--- src/rtl/cb_rr.sv ---
// ---------------------------------------------------------------------------
// cb_rr -- PORTS x PORTS router crossbar with per-output round-robin
// arbitration, wormhole packet locking and a per-input forward-abort.
//
// Optional feature macro: CB_OUTREG_EN
//   defined   : odata/ovalid/ovch are registered (1 cycle after the grant)
//   undefined : odata/ovalid/ovch are combinational in the grant cycle
// Arbitration, locking and grt timing are the same in both builds.
//
// Ports (per-port buses are flattened, port k occupies slice k):
//   clk     in   clock
//   rst_    in   synchronous active-low reset
//   idata   in   PORTS*DATAW  input flit data
//   ivalid  in   PORTS        input flit valid
//   ivch    in   PORTS*VCHW   input VC id
//   itail   in   PORTS        flit is the packet tail
//   port    in   PORTS*PORTW  requested output port per input
//   req     in   PORTS        switch request per input
//   fwdab   in   PORTS        forward-abort per input (drops that input's lock)
//   grt     out  PORTS*PORTS  bit i*PORTS+j : input i has won output j
//   odata   out  PORTS*DATAW  output flit data
//   ovalid  out  PORTS        output flit valid
//   ovch    out  PORTS*VCHW   output VC id
//   lock    out  PORTS        output j is locked to a packet (status)
//
// Handshake: a flit moves from input i to output j in the cycle grt bit
// i*PORTS+j is high; the upstream allocator must treat that grant as the
// acceptance of the flit. There is no backpressure from the output side.
// ---------------------------------------------------------------------------
module cb_rr #(
    parameter  int PORTS = 5,
    parameter  int DATAW = 64,
    parameter  int VCHW  = 2,
    localparam int PORTW = $clog2(PORTS)
) (
    input  logic                   clk,
    input  logic                   rst_,
    input  logic [PORTS*DATAW-1:0] idata,
    input  logic [PORTS-1:0]       ivalid,
    input  logic [PORTS*VCHW-1:0]  ivch,
    input  logic [PORTS-1:0]       itail,
    input  logic [PORTS*PORTW-1:0] port,
    input  logic [PORTS-1:0]       req,
    input  logic [PORTS-1:0]       fwdab,
    output logic [PORTS*PORTS-1:0] grt,
    output logic [PORTS*DATAW-1:0] odata,
    output logic [PORTS-1:0]       ovalid,
    output logic [PORTS*VCHW-1:0]  ovch,
    output logic [PORTS-1:0]       lock
);

    // Per-output state: lock flag, owning input, round-robin pointer.
    logic [PORTS-1:0] lk_q, lk_d;
    logic [PORTW-1:0] own_q [PORTS];
    logic [PORTW-1:0] own_d [PORTS];
    logic [PORTW-1:0] ptr_q [PORTS];
    logic [PORTW-1:0] ptr_d [PORTS];

    // req_hit[i][j]: input i requests output j. Out-of-range port values
    // never compare equal to any j and are silently ignored.
    logic [PORTS-1:0] req_hit [PORTS];
    logic [PORTS-1:0] gnt_raw;
    logic [PORTS-1:0] gnt;
    logic [PORTW-1:0] win [PORTS];

    logic [PORTS*DATAW-1:0] odata_d;
    logic [PORTS-1:0]       ovalid_d;
    logic [PORTS*VCHW-1:0]  ovch_d;

    function automatic logic [PORTW-1:0] next_port(input logic [PORTW-1:0] p);
        if (int'(p) == PORTS - 1) begin
            return '0;
        end
        return p + 1'b1;
    endfunction

    always_comb begin
        for (int i = 0; i < PORTS; i++) begin
            for (int j = 0; j < PORTS; j++) begin
                req_hit[i][j] = req[i] && (port[i*PORTW +: PORTW] == PORTW'(j));
            end
        end
    end

    // Arbitration and next-state for every output.
    always_comb begin
        int idx;
        idx     = 0;
        gnt_raw = '0;
        lk_d    = lk_q;
        for (int j = 0; j < PORTS; j++) begin
            win[j]   = '0;
            own_d[j] = own_q[j];
            ptr_d[j] = ptr_q[j];
        end

        for (int j = 0; j < PORTS; j++) begin
            if (lk_q[j]) begin
                // Locked: only the owner may be granted; its abort beats its
                // own request and frees the output for the next cycle.
                if (fwdab[own_q[j]]) begin
                    lk_d[j]  = 1'b0;
                    ptr_d[j] = next_port(own_q[j]);
                end else if (req_hit[own_q[j]][j]) begin
                    gnt_raw[j] = 1'b1;
                    win[j]     = own_q[j];
                end
            end else begin
                // Unlocked: first requester scanning ptr, ptr+1, ... mod PORTS.
                for (int k = 0; k < PORTS; k++) begin
                    idx = int'(ptr_q[j]) + k;
                    if (idx >= PORTS) begin
                        idx = idx - PORTS;
                    end
                    if (!gnt_raw[j] && req_hit[idx][j]) begin
                        gnt_raw[j] = 1'b1;
                        win[j]     = PORTW'(idx);
                    end
                end
            end

            if (gnt_raw[j]) begin
                if (itail[win[j]]) begin
                    // Pointer advances only at packet end: packet-level fairness.
                    lk_d[j]  = 1'b0;
                    ptr_d[j] = next_port(win[j]);
                end else begin
                    lk_d[j]  = 1'b1;
                    own_d[j] = win[j];
                end
            end
        end
    end

    // No grants are visible while reset is asserted.
    assign gnt = gnt_raw & {PORTS{rst_}};

    always_comb begin
        grt = '0;
        for (int j = 0; j < PORTS; j++) begin
            for (int i = 0; i < PORTS; i++) begin
                grt[i*PORTS+j] = gnt[j] && (win[j] == PORTW'(i));
            end
        end
    end

    // Output mux: zero when the output has no grant.
    always_comb begin
        odata_d  = '0;
        ovalid_d = '0;
        ovch_d   = '0;
        for (int j = 0; j < PORTS; j++) begin
            if (gnt[j]) begin
                odata_d[j*DATAW +: DATAW] = idata[int'(win[j])*DATAW +: DATAW];
                ovch_d[j*VCHW +: VCHW]    = ivch[int'(win[j])*VCHW +: VCHW];
                ovalid_d[j]               = ivalid[win[j]];
            end
        end
    end

    always_ff @(posedge clk) begin
        if (!rst_) begin
            lk_q <= '0;
            for (int j = 0; j < PORTS; j++) begin
                own_q[j] <= '0;
                ptr_q[j] <= '0;
            end
        end else begin
            lk_q <= lk_d;
            for (int j = 0; j < PORTS; j++) begin
                own_q[j] <= own_d[j];
                ptr_q[j] <= ptr_d[j];
            end
        end
    end

    assign lock = lk_q;

`ifdef CB_OUTREG_EN
    logic [PORTS*DATAW-1:0] odata_q;
    logic [PORTS-1:0]       ovalid_q;
    logic [PORTS*VCHW-1:0]  ovch_q;

    always_ff @(posedge clk) begin
        if (!rst_) begin
            odata_q  <= '0;
            ovalid_q <= '0;
            ovch_q   <= '0;
        end else begin
            odata_q  <= odata_d;
            ovalid_q <= ovalid_d;
            ovch_q   <= ovch_d;
        end
    end

    assign odata  = odata_q;
    assign ovalid = ovalid_q;
    assign ovch   = ovch_q;
`else
    assign odata  = odata_d;
    assign ovalid = ovalid_d;
    assign ovch   = ovch_d;
`endif

endmodule
--- config.mk ---
export PLATFORM = sky130hd
export DESIGN_NAME = cb_rr
export DESIGN_NICKNAME = d
export VERILOG_FILES = /design/src/rtl/cb_rr.sv
export SDC_FILE = /design/constraint.sdc
export NUM_CORES = 1
export LEC_CHECK = 0
export ABC_CLOCK_PERIOD_IN_PS = 6500
export CELL_PAD_IN_SITES_DETAIL_PLACEMENT = 0
export CELL_PAD_IN_SITES_GLOBAL_PLACEMENT = 1
export CORE_AREA = 2 2 285 287
export CTS_CLUSTER_DIAMETER = 50
export DETAILED_ROUTE_END_ITERATION = 8
export DIE_AREA = 0 0 287 289
export PLACE_DENSITY = 0.73
export SYNTH_ARGS = -nofsm -noshare
export SYNTH_HDL_FRONTEND = slang
export SYNTH_SLANG_ARGS = --single-unit
--- constraint.sdc ---
create_clock -name clk -period 6.5 [get_ports clk]
set_input_delay 0.975 -clock clk [delete_from_list [all_inputs] [get_ports clk]]
set_output_delay 0.975 -clock clk [all_outputs]
set_load 0.05 [all_outputs]
Yosys cells after proc, flatten, opt, wreduce, memory -nomap -nowiden
Memory sizes are Yosys's and may differ from the RTL's.
Cells that the tools add are included.
{"block": "classes", "reduce_logical": 100, "mux": 397, "n_eq_ne": 50, "bitwise_logic": 41, "order_cmp": 65, "shifts": 10, "add_sub_neg": 55}
{"operator": "two-way mux 32 bit", "n": 50}
{"operator": "variable part select 320 x 10 -> 64 bit", "n": 5}
{"operator": "greater-or-equal comparator 32 x 4 -> 1 bit (second input constant)", "n": 25}
{"operator": "NOT 32 bit", "n": 25}
{"operator": "binary-select mux 5 bit (select 3 bit)", "n": 30}
{"operator": "two-way mux 3 bit", "n": 112}
{"operator": "two-way mux 64 bit", "n": 5}
{"operator": "two-way mux 1 bit", "n": 144}
{"operator": "subtractor 4 x 3 -> 5 bit (second input constant)", "n": 20}
{"operator": "greater-or-equal comparator 4 x 3 -> 1 bit (second input constant)", "n": 20}
{"operator": "logical AND 1 bit", "n": 70}
{"operator": "equality test 3 x 2 -> 1 bit (second input constant)", "n": 20}
{"operator": "equality test 3 bit (second input constant)", "n": 20}
{"operator": "two-way mux 5 bit", "n": 12}
{"operator": "variable part select 10 x 5 -> 2 bit", "n": 5}
{"operator": "two-way mux 4 bit", "n": 12}
{"operator": "binary-select mux 1 bit (select 3 bit)", "n": 15}
{"operator": "adder 3 x 2 -> 4 bit (second input constant)", "n": 10}
{"operator": "< comparator 3 x 4 -> 1 bit (second input constant)", "n": 10}
{"operator": "two-way mux 2 bit", "n": 17}
{"operator": "adder 3 x 1 -> 3 bit (second input constant)", "n": 10}
{"operator": "equality test 3 x 1 -> 1 bit (second input constant)", "n": 10}
{"operator": "logical NOT 3 bit", "n": 10}
{"operator": "adder 3 x 1 -> 4 bit (second input constant)", "n": 5}
{"operator": "8 further kinds", "n": 56}
{"block": "totals", "register_bits": 5, "elab_cells": 721, "memories": 2, "mem_bits_rw": 30, "input_bits": 367, "output_inout_bits": 365}
{"memory": "own_q", "words": 5, "word_bits": 3, "rd": 5, "rd_clocked_by_memory_dff": 0, "wr": 5, "line": "54", "rtl": "logic [PORTW-1:0] own_q [PORTS];"}
{"memory": "ptr_q", "words": 5, "word_bits": 3, "rd": 5, "rd_clocked_by_memory_dff": 0, "wr": 5, "line": "56", "rtl": "logic [PORTW-1:0] ptr_q [PORTS];"}

Depth between registers and ports, before layout
Gate-level depths: netlist of the first run.
{"block": "logic_depth", "word_depth": 33, "mapped_depth": 23, "depth_no_buf": 18}

Worst setup path before layout of the first run
OpenSTA, ideal clock, no wires.
{"block": "synth_path", "path_type": "register to output", "from": "memory ptr_q[0][7] (netlist bit)", "to": "output odata[183]", "required_time_ns": 5.525, "stages_incl_launch_ff": 19, "slack_ns": 0.615, "path_buffers": 3, "arrival_ns": 4.910, "cell_sequence": "dfxtp_1 > clkbuf_1 > inv_1 > ha_1 > inv_1 > ha_1 > a21oi_1 > xnor2_1 > mux2_2 > o2bb2ai_1 > a2111oi_2 > o211ai_1 > a221o_1 > nand2_2 > buf_2 > buf_2 > mux2_2 > o21ai_0 > o21ai_0"}
{"item": "start: declaration", "line": "56"}
{"item": "end: declaration", "line": "46", "rtl": "output logic [PORTS*DATAW-1:0] odata,"}

==> impl_metrics.ini, run 1 <==
[status]
status = finished, final reports clean

[setup_path]
worstPathCellList = clkinvlp_4, ha_1, nand2b_1, or4_1, a21oi_1, nand2b_1, o22ai_1, nor4_1, a2111oi_2, o31ai_4, nor2_4, buf_12, a32oi_1, o21ai_0, nor2_1, buf_12
r2r_setup_slack_ps = 1390
setup.worst_path.start = ptr_q[0][3]$_SDFF_PN0_
critPathSlowestCell = ha_1
start_kind = flip-flop
timing.rr.end = own_q[0][10]$_SDFFE_PN0P_
r2r_start = ptr_q[0][9]$_SDFF_PN0_
path_class = reg2out
worst-path-max-fanout = 37
r2r_cells = 17
arrival_ps = 5350
cpLargestDelayFamily = simple AND/OR/NAND/NOR gates
crit_path_max_incr_delay_ps = 540
path_buf_inv = 3
cp.required_ps = 5520
cp-end-kind = primary output

[die]
rows = 104
start_util = 0.2902
dieArea_um2 = 82940
coreArea_um2 = 79900
die_h_um = 289
io_pins = 732
fp.dieW_um = 287

[yosys]
yosysSeqAreaShare = 0.03022
synth_commonest_cells = 905 x nand2_1, 333 x mux2i_1, 313 x o21ai_0
synthCells = 3662
synth_warnings = 0
synth.largest_area_cell = nand2_1
synth.most_common_cell = nand2_1
synth-edff-count = 0
async_flop_share = 0
synth_seq_cells = 35
syn-num-nets = 4104
synth_cell_types = 109
synth.top_cell.area_share = 0.1465
syn_area_per_cell_um2 = 6.332
syn_area_um2 = 23190
synth_flop_cell = dfxtp_1
synth_area_leaders = nand2_1 15%, mux2i_1 14%, mux2_2 7.3%, o21ai_0 6.8%, a21oi_1 5.0%

[clock_network]
insertion_delay_ps = 280
numCtsBuffers = 5
htree_levels = 2
clockBufferDepth = 2
cts_tree = built
ctsHoldBuffers = 0
cts_root_buffer = clkbuf_16
clk_pin_slew_ps = 60
clock_sinks = 35

[placed_design]
dp_hpwl_mm = 108.0
portBuffers = 731
dpl_worst_slack_ps = 236.4
place_congestion = 1.023

[sta]
setup_tns_ps = 0
hold_viol = 0
setup_violations = 0
worst_pin_slew_ps = 758.0
max_slew_margin = 0.4875
max_freq_mhz = 158.1
period_share = 0.9728
setup_slack_ps = 176.8
slew_violations = 0
period_minus_slack_ps = 6323
finClkSkew_ps = 3.008

[grt]
antenna_found_initial = 20
grt_use_total = 0.3262
grt_pass1_vias = 29572
grt_pass1_wl_mm = 206.5
grt-ovfl-total = 0
grt_max_degree = 69

[final_layout]
drive_gt1_frac = 0.1864
synthToLayoutAreaGrowth_pct = 51.34
nets = 4673

[route]
totalWireLength_mm = 144.5
routedWlPerCell_um = 27.22
dr_wl_met2_mm = 65.35
met3_length_mm = 13.19
ant_nets = 0
vias = 32268
drt-initial-drc-count = 3481
top_layer_used = met5
drc = 0
drt_first_pass_iters = 6
met1Wirelength_mm = 58.44
vias_per_cell = 6.081

[job]
maxCapViolCount = 0

[min_path]
hold_path.class = reg2reg
whs_path_depth = 2
min_delay_worst_endpoint = own_q[0][14]$_SDFFE_PN0P_
min_from = own_q[0][14]$_SDFFE_PN0P_
==> how the worst max path moves through the flow <==
stage / end / depth (start not counted)
6_report: ovch[2] / 16
5_1_grt: odata[96] / 16
4_1_cts: odata[66] / 18
3_5_place_dp: odata[267] / 15
3_3_place_gp: odata[261] / 15
2_1_floorplan: odata[183] / 18
==> tightest hold or removal path, cell delays in order, from the launching register on <==
cell     delay (ps)
dfxtp_1         400
nand2_1         100
a21oi_1          60
==> stage by stage <==
stage          instance area (um^2)  hold slack (ps)  utilization  cells
5_1_grt                       35080            620.6       0.4391   5303
3_3_place_gp                  34840            575.1       0.4361   5283
2_1_floorplan                 23190            557.5            -   3662
6_report                      35090            612.8       0.4392   5306
3_5_place_dp                  34840            585.7       0.4361   5283
4_1_cts                       35020            610.7       0.4383   5291
==> logic make-up (layout without fill, tap and decap cells) <==
group,Yosys count,in the layout,synth area share
and+or+nand+nor,1497,1497,0.2952
DFF,35,35,0.03022
muxes,492,492,0.2250
buffers and inverters,401,971,0.07582
other,0,14,0
xor gates and xnor gates,23,23,0.008688
AOI/OAI and AO/OA,1139,1139,0.3246
adders and majority gates,75,75,0.04047
==> metal layers <==
layer,vias up,GRT usage
li1,14613,-
met1,15416,0.4269
met2,1889,0.5223
met3,336,0.06087
met4,14,0.1401
met5,-,0
==> cell type report <==
type	instances	area, um^2
Antenna cell	14	35.03
Timing Repair Buffer	903	11700
Tap cell	1060	1326
Inverter	60	234.0
Sequential cell	35	701.9
Clock inverter	2	35.03
Fill cell	8178	44810
Multi-Input combinational cell	3226	20920
Clock buffer	6	138.9
==> registers in the layout, summed over array words and instances, names as in the netlist <==
name   flops
own_q     15
ptr_q     15
lock       5
==> what timing repair did <==
action,CTS,global route
endpoints found under the setup margin,0,39
resized for setup,0,8
setup buffers,0,1
==> layout by cell type, fill, tap and decap left out, types with 14 or more instances in the layout <==
| master | count |
|---|---|
| a31oi_1 | 18 |
| a21o_1 | 18 |
| and3_1 | 89 |
| a211oi_1 | 89 |
| a22o_1 | 69 |
| a21oi_1 | 233 |
| nor2_1 | 147 |
| inv_1 | 51 |
| xnor2_1 | 15 |
| nand3_1 | 106 |
| buf_12 | 319 |
| o22ai_1 | 81 |
| nand2_1 | 901 |
| nor3_1 | 39 |
| clkdlybuf4s50_1 | 372 |
| mux2_2 | 150 |
| o211ai_1 | 83 |
| o21ai_0 | 310 |
| and2_1 | 17 |
| ha_1 | 75 |
| nor2b_1 | 28 |
| mux2i_1 | 333 |
| nand2b_1 | 32 |
| dfxtp_1 | 34 |
| buf_4 | 212 |
| diode_2 | 14 |
| a32oi_1 | 71 |
Power of run 1 is left out: the tool's default activity adds up to more than one toggle a clock period on the data nets, which glitch-free logic cannot reach.
==> inputs of run 2 (changes only) <==
==> config.mk (replaced) <==
export PLATFORM = sky130hd
export DESIGN_NAME = cb_rr
export DESIGN_NICKNAME = d
export VERILOG_FILES = /design/src/rtl/cb_rr.sv
export SDC_FILE = /design/constraint.sdc
export NUM_CORES = 1
export LEC_CHECK = 0
export ABC_CLOCK_PERIOD_IN_PS = 5800
export CELL_PAD_IN_SITES_DETAIL_PLACEMENT = 0
export CELL_PAD_IN_SITES_GLOBAL_PLACEMENT = 1
export CORE_MARGIN = 2
export CORE_UTILIZATION = 30
export CTS_CLUSTER_DIAMETER = 50
export DETAILED_ROUTE_END_ITERATION = 8
export GPL_ROUTABILITY_DRIVEN = 0
export PLACE_DENSITY = 0.78
export SYNTH_ARGS = -nofsm -noshare
export SYNTH_HDL_FRONTEND = slang
export SYNTH_SLANG_ARGS = --single-unit
==> constraint.sdc (replaced) <==
create_clock -name clk -period 5.8 [get_ports clk]
set_input_delay 0.87 -clock clk [delete_from_list [all_inputs] [get_ports clk]]
set_output_delay 0.87 -clock clk [all_outputs]
set_load 0.05 [all_outputs]
==> run 2 against run 1 <==
Effect of this change:
- non-clock buffer count up 104
- clock skew grew 5.8 ps
- core utilization is 4.0 points higher
- first-iteration DRC count increased by 17%
- die area is 4.1% lower
- critical path depth is the same
- critical path type is now in2out
- critical endpoint is now odata[96]
- largest cell class unchanged
==> impl_metrics.ini, run 2 (same netlist as run 1, synthesis figures left out) <==
[placed_design]
portBuffers = 731
place_area_um2 = 35640
dp_hpwl_mm = 109.7

[grt]
antenna_found_initial = 18
grt_use_total = 0.3435
grt_pass1_wl_mm = 207.3
grt-ovfl-total = 0
grt_pass1_vias = 29957
grt_max_degree = 70

[route]
vias = 33205
drt_first_pass_iters = 6
drt-initial-drc-count = 4078
routedWlPerCell_um = 27.66
vias_per_cell = 6.175
totalWireLength_mm = 148.7
drc = 0
ant_nets = 0

[die]
fp.dieW_um = 282.0
rows = 101
coreArea_um2 = 76200
die_h_um = 282.0
start_util = 0.3043
dieArea_um2 = 79530
io_pins = 732

[setup_path]
arrival_ps = 4870
start_kind = primary input
worst-path-max-fanout = 23
cp-end-kind = primary output
cp.required_ps = 4930
path_class = in2out

[sta]
period_minus_slack_ps = 5741
setup_violations = 0
finClkSkew_ps = 8.796
hold_viol = 0
worst_pin_slew_ps = 671.8
slew_violations = 0
max_freq_mhz = 174.2
max_slew_margin = 0.5480
period_share = 0.9898

[final_layout]
num-fill-cells = 7421
drive_gt1_frac = 0.2191
synthToLayoutAreaGrowth_pct = 57.63
final_common_cell = nand2_1
layout_common_cells = 901 x nand2_1, 358 x clkdlybuf4s50_1, 334 x buf_12
nets = 4777
final_cell_area_um2 = 36550

[clock_network]
clock_sinks = 35
cts_root_buffer = clkbuf_16
clockBufferDepth = 2
clk_pin_slew_ps = 70
numCtsBuffers = 5
cts_tree = built
htree_levels = 2
insertion_delay_ps = 290

[min_path]
hold_path.class = reg2reg

[status]
status = finished, final reports clean

[job]
maxCapViolCount = 0
[run 2: stage by stage]
step           setup slack, ps  hold WS, ps  utilization  TNS, ps  cells
2_1_floorplan            20.18        557.5            -        0   3662
3_3_place_gp            -228.1        578.6       0.4677    -1037   5334
3_5_place_dp            -242.7        591.0       0.4677    -1036   5334
4_1_cts                  17.86        600.5       0.4718        0   5347
5_1_grt                 -53.83        631.1       0.4795    -1516   5373
6_report                 59.01        611.4       0.4796        0   5377
[run 2: repair_timing]
action                     CTS  global route
hold buffers                 0             0
gates resized for setup     20           114
pin swaps                    5            22
gates cloned                 2             7
setup buffers                3            12
hold endpoints to repair     0             0
setup endpoints to repair   32           298
[run 2: worst max-delay path, cell delays in order]
cell             delay [ps]
clkdlybuf4s50_1         590
and4bb_4                290
mux2i_1                 230
o22ai_1                 150
or3b_4                  430
nor3b_4                 380
and3b_1                 290
o31ai_4                  60
buf_4                   180
buf_4                   140
buf_4                   240
a32oi_1                 200
o21ai_1                 160
nor2_2                  310
buf_4                   190
buf_12                  130
[run 2: worst paths after layout]
check	from	endpoint	slack, ps	depth (start not counted)
max	port[4]	odata[96]	60	16
min	own_q[0][14]$_SDFFE_PN0P_	own_q[0][14]$_SDFFE_PN0P_	610	2
max reg2reg	ptr_q[0][9]$_SDFF_PN0_	own_q[0][10]$_SDFFE_PN0P_	970	16
min reg2reg	own_q[0][14]$_SDFFE_PN0P_	own_q[0][14]$_SDFFE_PN0P_	610	2
[run 2: area by class of cell]
class / count / area, um^2 / share of cell area
antenna: 11 / 27.53 / 0.0007532
clock buffer: 5 / 125.1 / 0.003423
clock inverter: 3 / 43.79 / 0.001198
inverter: 60 / 226.5 / 0.006196
multi-input combinational: 3226 / 21170 / 0.5793
sequential: 35 / 703.2 / 0.01924
tap: 1030 / 1289 / 0.03526
timing repair buffer: 1007 / 12960 / 0.3547
[run 2: per-layer routing]
metal / up-vias / wire length, um / track usage
met3: 449 / 16040 / 0.08262
met5: - / 84 / 0
li1: 14821 / - / -
met1: 15741 / 58050 / 0.4427
met2: 2180 / 65610 / 0.5393
met4: 14 / 8965 / 0.1553
Power of run 2 is left out for the same reason.
